[src/rtl/led_seq_pkg.sv]
// Shared types and default sizing for the LED pattern sequencer and its ROM.
package led_seq_pkg;

  localparam int MEM_ADDR_DEF = 4;
  localparam int DIV_W_DEF    = 24;

  typedef enum logic [1:0] {
    MODE_FWD = 2'b00,
    MODE_REV = 2'b01,
    MODE_PP  = 2'b10,
    MODE_ONE = 2'b11
  } mode_t;

  typedef enum logic {
    S_IDLE = 1'b0,
    S_RUN  = 1'b1
  } state_t;

endpackage

[src/rtl/led_tick_div.sv]
// Programmable prescaler: counts 0..div and flags a tick when the count
// reaches (or has overshot) div, then restarts from zero.
module led_tick_div #(
  parameter int DIV_W = 24
) (
  input  logic             clk,
  input  logic             rst_n,
  input  logic             en,
  input  logic             clr,
  input  logic [DIV_W-1:0] div,
  output logic             tick
);

  logic [DIV_W-1:0] cnt;

  // >= so that lowering div below the running count ticks on the next cycle
  always_comb begin
    tick = en && (cnt >= div);
  end

  // Count while enabled; clear on request, on tick, or in reset
  always_ff @(posedge clk) begin
    if (!rst_n) begin
      cnt <= '0;
    end else if (clr) begin
      cnt <= '0;
    end else if (en) begin
      if (tick) cnt <= '0;
      else      cnt <= cnt + DIV_W'(1);
    end
  end

endmodule

[src/rtl/led_addr_seq.sv]
// LED pattern ROM address sequencer: forward/reverse loop, ping-pong and
// one-shot playback with start/stop/hold control and manual single-step.
module led_addr_seq
  import led_seq_pkg::*;
#(
  parameter int MEM_ADDR = MEM_ADDR_DEF,
  parameter int DIV_W    = DIV_W_DEF
) (
  input  logic                clk,
  input  logic                rst_n,
  input  logic                start,
  input  logic                stop,
  input  logic                hold,
  input  logic                step,
  input  logic [1:0]          mode,
  input  logic [DIV_W-1:0]    div,
  output logic [MEM_ADDR-1:0] addr,
  output logic                running,
  output logic                wrap,
  output logic                done
);

  localparam logic [MEM_ADDR-1:0] AMAX    = '1;
  localparam logic [MEM_ADDR-1:0] AMAX_M1 = AMAX - MEM_ADDR'(1);
  localparam logic [MEM_ADDR-1:0] AONE    = MEM_ADDR'(1);

  state_t              state, state_n;
  mode_t               mode_q, mode_n;
  logic                dir_up, dir_up_n;
  logic [MEM_ADDR-1:0] addr_n;
  logic                wrap_n, done_n;
  logic                tick;

  // The prescaler is held cleared in IDLE so every RUN starts from count 0
  led_tick_div #(
    .DIV_W (DIV_W)
  ) u_tick (
    .clk   (clk),
    .rst_n (rst_n),
    .en    (state == S_RUN && !hold),
    .clr   (state == S_IDLE),
    .div   (div),
    .tick  (tick)
  );

  // Next-state, address and pulse decode
  always_comb begin
    state_n  = state;
    mode_n   = mode_q;
    dir_up_n = dir_up;
    addr_n   = addr;
    wrap_n   = 1'b0;
    done_n   = 1'b0;
    case (state)
      S_IDLE: begin
        if (start) begin
          state_n = S_RUN;
          mode_n  = mode_t'(mode);
          if (mode_t'(mode) == MODE_REV) begin
            addr_n   = AMAX;
            dir_up_n = 1'b0;
          end else begin
            addr_n   = '0;
            dir_up_n = 1'b1;
          end
        end else if (step) begin
          addr_n = addr + AONE;
        end
      end
      S_RUN: begin
        if (stop) begin
          state_n = S_IDLE;
        end else if (tick) begin
          case (mode_q)
            MODE_FWD: begin
              addr_n = addr + AONE;
              wrap_n = (addr == AMAX);
            end
            MODE_REV: begin
              addr_n = addr - AONE;
              wrap_n = (addr == '0);
            end
            MODE_PP: begin
              // Turn around on arriving at an endpoint so it is shown only once
              if (dir_up) begin
                addr_n = addr + AONE;
                if (addr == AMAX_M1) begin
                  dir_up_n = 1'b0;
                  wrap_n   = 1'b1;
                end
              end else begin
                addr_n = addr - AONE;
                if (addr == AONE) begin
                  dir_up_n = 1'b1;
                  wrap_n   = 1'b1;
                end
              end
            end
            MODE_ONE: begin
              if (addr == AMAX) begin
                done_n  = 1'b1;
                state_n = S_IDLE;
              end else begin
                addr_n = addr + AONE;
              end
            end
            default: ;
          endcase
        end
      end
      default: state_n = S_IDLE;
    endcase
  end

  // Registered state and outputs
  always_ff @(posedge clk) begin
    if (!rst_n) begin
      state   <= S_IDLE;
      mode_q  <= MODE_FWD;
      dir_up  <= 1'b1;
      addr    <= '0;
      running <= 1'b0;
      wrap    <= 1'b0;
      done    <= 1'b0;
    end else begin
      state   <= state_n;
      mode_q  <= mode_n;
      dir_up  <= dir_up_n;
      addr    <= addr_n;
      running <= (state_n == S_RUN);
      wrap    <= wrap_n;
      done    <= done_n;
    end
  end

endmodule

[config.mk]
export PLATFORM = sky130hd
export DESIGN_NAME = led_addr_seq
export DESIGN_NICKNAME = d
export VERILOG_FILES = /design/src/rtl/led_seq_pkg.sv /design/src/rtl/led_tick_div.sv /design/src/rtl/led_addr_seq.sv
export SDC_FILE = /design/constraint.sdc
export NUM_CORES = 1
export LEC_CHECK = 0
export ABC_AREA = 0
export CORE_UTILIZATION = 55
export DETAILED_ROUTE_END_ITERATION = 8
export GPL_TIMING_DRIVEN = 0
export HOLD_SLACK_MARGIN = 0.1
export PLACE_DENSITY_LB_ADDON = 0.1
export RECOVER_POWER = 100
export SETUP_SLACK_MARGIN = 0.15
export SYNTH_ARGS = -nofsm -noshare
export SYNTH_HDL_FRONTEND = slang
export SYNTH_SLANG_ARGS = --single-unit
[constraint.sdc]
create_clock -name clk -period 2.25 [get_ports clk]
set_input_delay 0.45 -clock clk [delete_from_list [all_inputs] [get_ports clk]]
set_output_delay 0.45 -clock clk [all_outputs]
set_load 0.03 [all_outputs]
==> impl_metrics.json <==
{
  "avgViaCountPerCell": 5.66,
  "wire_per_inst_um": 14.7,
  "clk_latency_ns": 0.28,
  "ys.flop_type": "dfxtp_1",
  "min_from": "u_tick.cnt[0]",
  "die_w_um": 70.1,
  "worstMarginPinSlew_ns": 0.578,
  "place_hpwl_um": 4050,
  "layout_setup_ws_ns": 0.131,
  "worstPathArrival_ns": 2.29,
  "io_buffers": 38,
  "start_util_pct": 57.8,
  "rr_startpoint": "u_tick.cnt[17]",
  "clkTransAtPathRegs_ns": 0.07,
  "setup_viol": 0,
  "pre_cts_slack_ns": -0.507,
  "dr.pass1.iters": 6,
  "io_pins": 39,
  "max_slew_margin_pct": 61.1,
  "avgSynthCellArea_um2": 8.08,
  "grtUsageTotal_pct": 27.0,
  "p_leak_nw": 1.38,
  "synth_nets": 383,
  "grt_first_pass_wirelength_um": 10700,
  "maxCapViolCount": 0,
  "n_fill_cell": 298,
  "numCtsBuffers": 5,
  "synth_area_leaders": "dfxtp_1 27%, ha_1 17%, nor2_1 6.3%",
  "reg2reg_depth": 8,
  "n_antenna_cell": 0,
  "ant_nets": 0,
  "synth_top_area_cell": "dfxtp_1",
  "drc": 0,
  "drt_wl_total_um": 6310,
  "hold_end": "u_tick.cnt[0]",
  "gr-total-overflow": 0,
  "first_iter_violations": 121,
  "cellPowerDensity_nw_per_um2": 389,
  "crit_path_max_fanout": 5,
  "drive_gt1_share_pct": 30.2,
  "hp-class": "flop to flop",
  "finalCritPeriodShare_pct": 94.2,
  "hold_viol": 0,
  "seqCellArea_um2": 691,
  "route.met2.wl_um": 3160,
  "postCtsHoldBufs": 0,
  "rrSetupSlack_ns": 0.13,
  "met3WireLength_um": 318,
  "status": "finished clean",
  "ir_drop_uv": 479,
  "synthToLayoutAreaGrowth_pct": 38.2,
  "dieArea_um2": 4920,
  "worstHoldPathCells": 2,
  "gp_congestion": 0.844,
  "synthesis.area_um2": 2550,
  "criticalPathCategory": "flop to flop",
  "fin_crit_ns": 2.12,
  "fin_skew_ns": 0.00411,
  "grt_pass1_vias": 2440,
  "die_y_um": 70.1,
  "ys_ff_latch": 34,
  "cts.sinks": 34,
  "fmax_mhz": 472,
  "synth-edff-count": 0,
  "startpoint_type": "flop",
  "yosysSeqAreaShare_pct": 26.7,
  "nNetsFinal": 444,
  "cp.required_ns": 2.42,
  "htree_levels": 2,
  "cts_buffer_depth": 2,
  "topRoutingLayerUsed": "met4",
  "synth-async-reset-ratio_pct": 0,
  "instances_no_fill": 429,
  "cp-end-kind": "flop",
  "synth_most_common_cell": "nor2_1",
  "syn-instance-count": 316,
  "yosys-top-cells-count": "43 x nor2_1, 35 x ha_1, 34 x dfxtp_1, 34 x inv_1, 27 x nand2_1",
  "reg2reg_to": "u_tick.cnt[18]",
  "num_rows": 24,
  "multi_input_area_um2": 2060,
  "synth_top_area_share_pct": 26.7,
  "rsz0062_at_grt": "yes",
  "antenna_found_initial": 0,
  "cts_root_buf": "clkbuf_8",
  "cts_tree": "yes",
  "final_max_slew_viol_count": 0,
  "num_vias": 2428,
  "core_um2": 4410,
  "fin_total_pwr_w": 0.00137,
  "dp.cells": 406,
  "synth_cell_types": 53,
  "drt-met1-wl_um": 2710,
  "grt_max_degree": 11,
  "yosys_warnings": 0
}
critical path, cell delays in order, from the launching register on:
cell and delay (ns):
dfxtp_1 0.35, ha_4 0.30, nand4_1 0.21, nor4_4 0.25, nand2_2 0.14, o211a_4 0.30, o21bai_4 0.23, buf_6 0.17
nor2_1 0.04
kinds of logic after synthesis:
logic type	synth area share [%]
AOI/OAI and AO/OA	15.9
xor gates and xnor gates	7.55
adders and majority gates	17.2
buffers and inverters	6.76
DFF	26.7
muxes	0.392
and+or+nand+nor	25.5
flip-flops by register name, indices dropped and copies added (netlist names):
| signal | flops |
|---|---|
| done | 1 |
| state | 1 |
| addr | 4 |
| mode_q | 2 |
| dir_up | 1 |
| u_tick.cnt | 24 |
| wrap | 1 |
what timing repair did:
action / 4_1_cts / 5_1_grt
gates cloned: 2 / 0
resized for setup: 106 / 30
endpoints found under the setup margin: 32 / 32
pin swaps: 58 / 25
setup buffers: 12 / 2
stage by stage:
stage                     hold slack, ns  utilization (%)  setup TNS, ns  area (um2)
after global placement             0.489             67.9         -13.40        3000
after detailed placement           0.501             67.9         -14.69        3000
after CTS                          0.510             78.7              0        3480
after global routing               0.550             79.9              0        3530
after floorplan                    0.465                -              0        2550
final                              0.511             79.9              0        3530
per-layer routing:
metal / vias to the layer above / global-route usage, %
li1: 1232 / -
met4: 0 / 11.1
met1: 1113 / 32.4
met3: 11 / 5.05
met2: 72 / 47.0
met5: - / 0
layout by cell type, fill, tap and decap left out, types with 3 or more instances in the layout:
master           count
nor2_1              36
dfxtp_1             28
nand2_1             22
inv_2               17
inv_1               17
ha_4                17
ha_1                17
a21oi_1             16
xor2_1              16
dlygate4sd2_1       16
nand3_1             13
buf_4               11
o21ai_0              9
nand4_1              8
clkdlybuf4s50_1      7
dlygate4sd3_1        7
nand2_2              6
buf_6                6
xnor2_1              6
nor2_2               6
o211ai_1             5
clkbuf_8             5
dfxtp_2              5
a21oi_2              4
nor3_1               4
nor2b_1              4
buf_2                4
o21ai_2              3
a311oi_1             3
worst max path at each step:
| stage | startpoint | to | slack (ns) | cells after the start |
|---|---|---|---|---|
| 6_report | u_tick.cnt[17] | u_tick.cnt[18] | 0.13 | 8 |
| 3_5_place_dp | div[23] | u_tick.cnt[23] | -0.51 | 10 |
| 2_1_floorplan | div[23] | u_tick.cnt[12] | 0.19 | 9 |
| 4_1_cts | u_tick.cnt[17] | u_tick.cnt[3] | 0.13 | 8 |
| 3_3_place_gp | div[19] | state | -0.47 | 9 |
| 5_1_grt | u_tick.cnt[17] | u_tick.cnt[18] | 0.04 | 8 |
report_power, final:
part / internal (W) / switching, W
Sequential: 0.000614 / 0.0000229
Clock: 0.000207 / 0.000213
Combinational: 0.000142 / 0.000174
layout make-up:
class | instances | area share [%]
Clock inverter | 2 | 0.284
Sequential cell | 34 | 19.6
Tap cell | 52 | 1.84
Timing Repair Buffer | 54 | 13.1
Clock buffer | 5 | 1.95
Buffer | 6 | 1.28
Multi-Input combinational cell | 242 | 58.4
Inverter | 34 | 3.62
Power figures use the tool's default switching activity.
==> edit 1 (same flow settings) <==
The output `running` loses its register stage (`running` becomes a continuous assignment). Comments in the files are not updated.
--- a/src/rtl/led_addr_seq.sv
+++ b/src/rtl/led_addr_seq.sv
@@ -120,5 +120,4 @@
       dir_up  <= 1'b1;
       addr    <= '0;
-      running <= 1'b0;
       wrap    <= 1'b0;
       done    <= 1'b0;
@@ -128,5 +127,4 @@
       dir_up  <= dir_up_n;
       addr    <= addr_n;
-      running <= (state_n == S_RUN);
       wrap    <= wrap_n;
       done    <= done_n;
@@ -134,4 +132,6 @@
   end
 
+  assign running = (state_n == S_RUN);
+
 endmodule
 
Function: changed (Yosys sat finds a counterexample within 4 cycles, from zero or initial values and one cycle with rst_n low).
==> edit 1 against the original RTL <==
The run now ends with design-rule violations, negative setup slack left. Area after synthesis increased by 4.6%. Design area grew 16%. Worst setup slack worse by 620 ps. Sequential power fell by 1%. Synthesized cell count up 3.8%. Global-route usage up 5.6 points. Via count is 26% higher. Wire length grew 64%. Total power increased by 3.8%. Sequential cell count unchanged. Clock power up 7.1%.
==> edit 1: results (changes against the original RTL) <==
Status
  • Outcome: finished, violations left (was finished, final reports clean)
  • Failing checks: design-rule violations, negative setup slack

Layout
  • Finished Layout Cells: 460 (was 429)
  • Layout area overhead: 53.07% (was 38.24%)
  • Final clock-cell share: 1.868% (was 2.234%)
  • Final core utilization: 90.69% (was 79.93%)
  • Clk_buf instances: 7 (was 5)
  • Layout fillers: 173 (was 298)
  • Multi-input combinational area share: 56.54% (was 58.37%)
  • Invs w/o clock: 36 (was 34)
  • Register Area: 725.7 um^2 (was 690.7 um^2)
  • Buffering overhead: 18.56% (was 14.36%)
  • Non-clk bufs: 85 (was 60)
  • Area taken by multi-input logic gates: 2310 um^2 (was 2059 um^2)

Detailed routing
  • Initial DRC count: 399 (was 121)
  • Remaining DRCs: 1 (was 0)
  • DR pass1 iterations: 8 (was 6)

Logic synthesis
  • Number of library cell types mapped by synthesis: 54 (was 53)
  • Synth Area in Compound Gates: 13.78% (was 15.93%)
  • Average cell area after synthesis: 8.137 um^2 (was 8.077 um^2)
  • Commonest cells in the netlist: inv_1, ha_1, dfxtp_1 (was nor2_1, ha_1, dfxtp_1, inv_1, nand2_1)
  • Post-synthesis sequential area ratio: 25.50% (was 26.67%)
  • Synth Area in Adders: 16.41% (was 17.16%)

Timing
  • Setup_tns: -7084 ps (was 0 ps)
  • Max_slew headroom: 49.11% (was 61.06%)
  • Setup Skew: 5.752 ps (was 4.112 ps)
  • Final WS setup: -492.9 ps (was 131.2 ps)
  • Final Setup Violations: 31 (was 0)

GRT
  • First-pass GRT wire length: 12,970 um (was 10,700 um)
  • Grt met2 use: 59.75% (was 47.01%)
  • Total GRT Usage: 32.62% (was 26.99%)
  • Met1 Use GR: 36.65% (was 32.41%)
  • Met3 Usage GRT: 6.610% (was 5.051%)

Clock network
  • Setup repair bufs after CTS: 21 (was 12)
  • Insertion delay to the later sink of the worst-skew pair: 300 ps (was 280 ps)

Place
  • Setup WS pre-CTS: -1309 ps (was -506.7 ps)
  • RePlAce Congestion: 0.8607 (was 0.8443)

Power and ir drop
  • Leakage: 0.001598 uW (was 0.001385 uW)
==> edit 1: cell count changes after synthesis, moves of 3 or more <==
cell and delta:
xor2_1 -4, nor3_2 +4, nor3_1 +17, clkbuf_1 +3, and3_1 +6, xnor2_1 +5
nor2_1 -24
==> edit 1: worst paths after layout <==
path	slack, ps	to	from	cells after the start
setup / recovery	-490	running	div[23]	9
hold / removal	510	u_tick.cnt[1]	u_tick.cnt[1]	2
setup reg to reg	-400	u_tick.cnt[0]	u_tick.cnt[22]	10
hold reg to reg	510	u_tick.cnt[1]	u_tick.cnt[1]	2
==> edit 1: power breakdown <==
| group | switching [uW] | total [uW] | internal [uW] |
|---|---|---|---|
| combinational | 193 | 344 | 151 |
| clock | 236 | 450 | 213 |
| sequential | 24.8 | 630 | 606 |
==> edit 1: cells by family (layout without fill, tap and decap cells) <==
kind of cell	Yosys count	in the layout
DFF	34	34
xor gates and xnor gates	23	23
buffers and inverters	48	128
adders and majority gates	35	35
and+or+nand+nor	128	128
AOI/OAI and AO/OA	56	56
muxes	4	4
==> edit 2 (same settings) <==
Made on the original files. The package constant `MEM_ADDR_DEF` goes from 4 to 5.
--- a/src/rtl/led_seq_pkg.sv
+++ b/src/rtl/led_seq_pkg.sv
@@ -2,5 +2,5 @@
 package led_seq_pkg;
 
-  localparam int MEM_ADDR_DEF = 4;
+  localparam int MEM_ADDR_DEF = 5;
   localparam int DIV_W_DEF    = 24;
 
Ports: changed (resized addr); port bits go from 39 to 40. The function was not compared with the original's and may differ.
==> edit 2 against the original RTL <==
The run now ends with negative setup slack left. Area after synthesis grew 4.5%. Die area grew 4.3%. Worst setup slack lost 240 ps. Sequential cell count grew 1. Clock power grew 7.9%. Wire length grew 12%. Total power grew 5.5%. Design area grew 4.6%. Critical path type unchanged.
==> edit 2: results (changes against the original RTL) <==
Status
  • Outcome: finished, violations left (was finished, final reports clean)
  • Failing checks: negative setup slack

Setup path
  • Worst-path fanout max: 5 (unchanged)
  • WP data arrival: 2540 ps (was 2290 ps)

GRT
  • Initial antenna violation count: 0 (unchanged)
  • Largest net degree at the start of global routing: 12 (was 11)
  • Vias in the first global route: 2,443 (was 2,440)
  • Total GRT Usage: 26.58% (was 26.99%)
  • First-pass GRT wire length: 10,680 um (was 10,700 um)

Logic synthesis
  • Number of library cell types mapped by synthesis: 51 (was 53)
  • Ys flop type: dfxtp_1 (unchanged)
  • Post-synthesis sequential area ratio: 26.28% (was 26.67%)
  • Synth top area cells: dfxtp_1, ha_1, nor2_1, xor2_1, inv_1 (unchanged)
  • Commonest cells in the netlist: nor2_1, ha_1, dfxtp_1 (was nor2_1, ha_1, dfxtp_1, inv_1, nand2_1)
  • Async set or reset register ratio after synthesis: 0% (unchanged)
  • Yosys warning count: 0 (unchanged)
  • Top-count cell post-synth: nor2_1 (unchanged)
  • Synthesized Nets: 401 (was 383)

Layout
  • Share of cells above drive strength 1: 27.96% (was 30.24%)
  • Nets: 464 (was 444)
  • Biggest regs: u_tick.cnt: 24 flops, addr: 5 flops, mode_q: 2 flops (was u_tick.cnt: 24 flops, addr: 4 flops, mode_q: 2 flops)
  • Number of diodes: 0 (unchanged)
  • Layout fillers: 299 (was 298)

Timing
  • Final WS setup: -106.4 ps (was 131.2 ps)
  • Max_slew headroom: 56.06% (was 61.06%)
  • Max-slew violation count: 0 (unchanged)
  • Setup Skew: 11.91 ps (was 4.112 ps)
  • Final Setup Violations: 26 (was 0)

Clock network
  • Clk slew on worst S/H paths: 70 ps (about the same)
  • Insertion delay to the later sink of the worst-skew pair: 300 ps (was 280 ps)
  • Cts bufs inserted: 5 (unchanged)
  • Root Buffer: clkbuf_8 (unchanged)
  • H-tree levels: 2 (unchanged)

Detailed routing
  • Via count: 2,598 (was 2,428)
  • DR pass1 iterations: 4 (was 6)
  • Initial DRC count: 114 (was 121)
  • Drt total wl: 7060 um (was 6309 um)

Power and ir drop
  • Max VDD drop: 0.3141 mV (was 0.4788 mV)
  • P_sw: 444.8 uW (was 409.9 uW)
  • Leakage: 0.001481 uW (was 0.001385 uW)

Place
  • Setup WS pre-CTS: -809.9 ps (was -506.7 ps)
  • RePlAce Congestion: 0.9233 (was 0.8443)
  • Hpwl dp: 4471 um (was 4047 um)
  • I/O Buffers: 36 (was 38)

Hold path
  • Hold Path Class: reg2reg (unchanged)
edit 2: cell families after synthesis:
group / share of synthesized area (%)
AOI/OAI and AO/OA: 16.89
xor gates and xnor gates: 7.884
adders and majority gates: 16.89
buffers and inverters: 6.616
DFF: 26.28
muxes: 1.877
and+or+nand+nor: 23.56
edit 2: final timing paths:
check / from / to / slack, ps / cells past startpoint
max reg2reg: u_tick.cnt[11] / u_tick.cnt[20] / -110 / 8
max: u_tick.cnt[11] / u_tick.cnt[20] / -110 / 8
min: u_tick.cnt[0] / u_tick.cnt[0] / 510 / 2
min reg2reg: u_tick.cnt[0] / u_tick.cnt[0] / 510 / 2
edit 2: final cells by class:
cell class              count  area, um^2  share of cell area, %
repair buffers             56       519.2                  14.07
plain buffers              11       57.56                  1.560
clock inverters             3       15.01                 0.4069
flip-flops and latches     35       715.7                  19.40
multi-input cells         253        2111                  57.21
clock buffers               5       68.82                  1.865
inverters                  34       137.6                  3.730
well taps                  52       65.06                  1.763
edit 2: what timing repair did:
action / 4_1_cts / 5_1_grt
buffers inserted: 15 / 3
setup endpoints to repair: 33 / 33
gates resized for setup: 71 / 34
pin swaps: 23 / 15
cloned: 2 / 0
edit 2: routing by layer:
metal  track usage, %  up-vias  wire [um]
met2            47.38       61       3594
met1            30.50     1238       3000
li1                 -     1281          -
met4            13.07        0        193
met5                0        -          0
met3            4.782       18        271
edit 2: critical path: stages (launching register included):
cell      delay (ps)
dfxtp_4          360
ha_4             260
nand4_1          150
or4_4            530
o31ai_4          300
o21bai_4         150
o21ai_4          260
buf_6            190
nor2_2            40
edit 2: stage by stage:
step / cell area (um^2) / util (%) / hold slack, ps / cells / setup TNS [ps]
4_1_cts: 3548 / 78.78 / 507.1 / 446 / 0
6_report: 3690 / 81.92 / 511.8 / 449 / -1990
5_1_grt: 3690 / 81.92 / 528.5 / 449 / -3719
3_3_place_gp: 3178 / 70.56 / 488.3 / 421 / -22800
2_1_floorplan: 2753 / - / 465.8 / 333 / 0
3_5_place_dp: 3178 / 70.56 / 492.3 / 421 / -23940
edit 2: power by group through the flow:
stage | Combinational, uW | Sequential, uW | Clock (uW)
finish | 342 | 653 | 453
floorplan | 178 | 684 | 0
global placement | 298 | 670 | 0
global route | 374 | 656 | 485
CTS | 331 | 653 | 450
detailed placement | 305 | 670 | 0
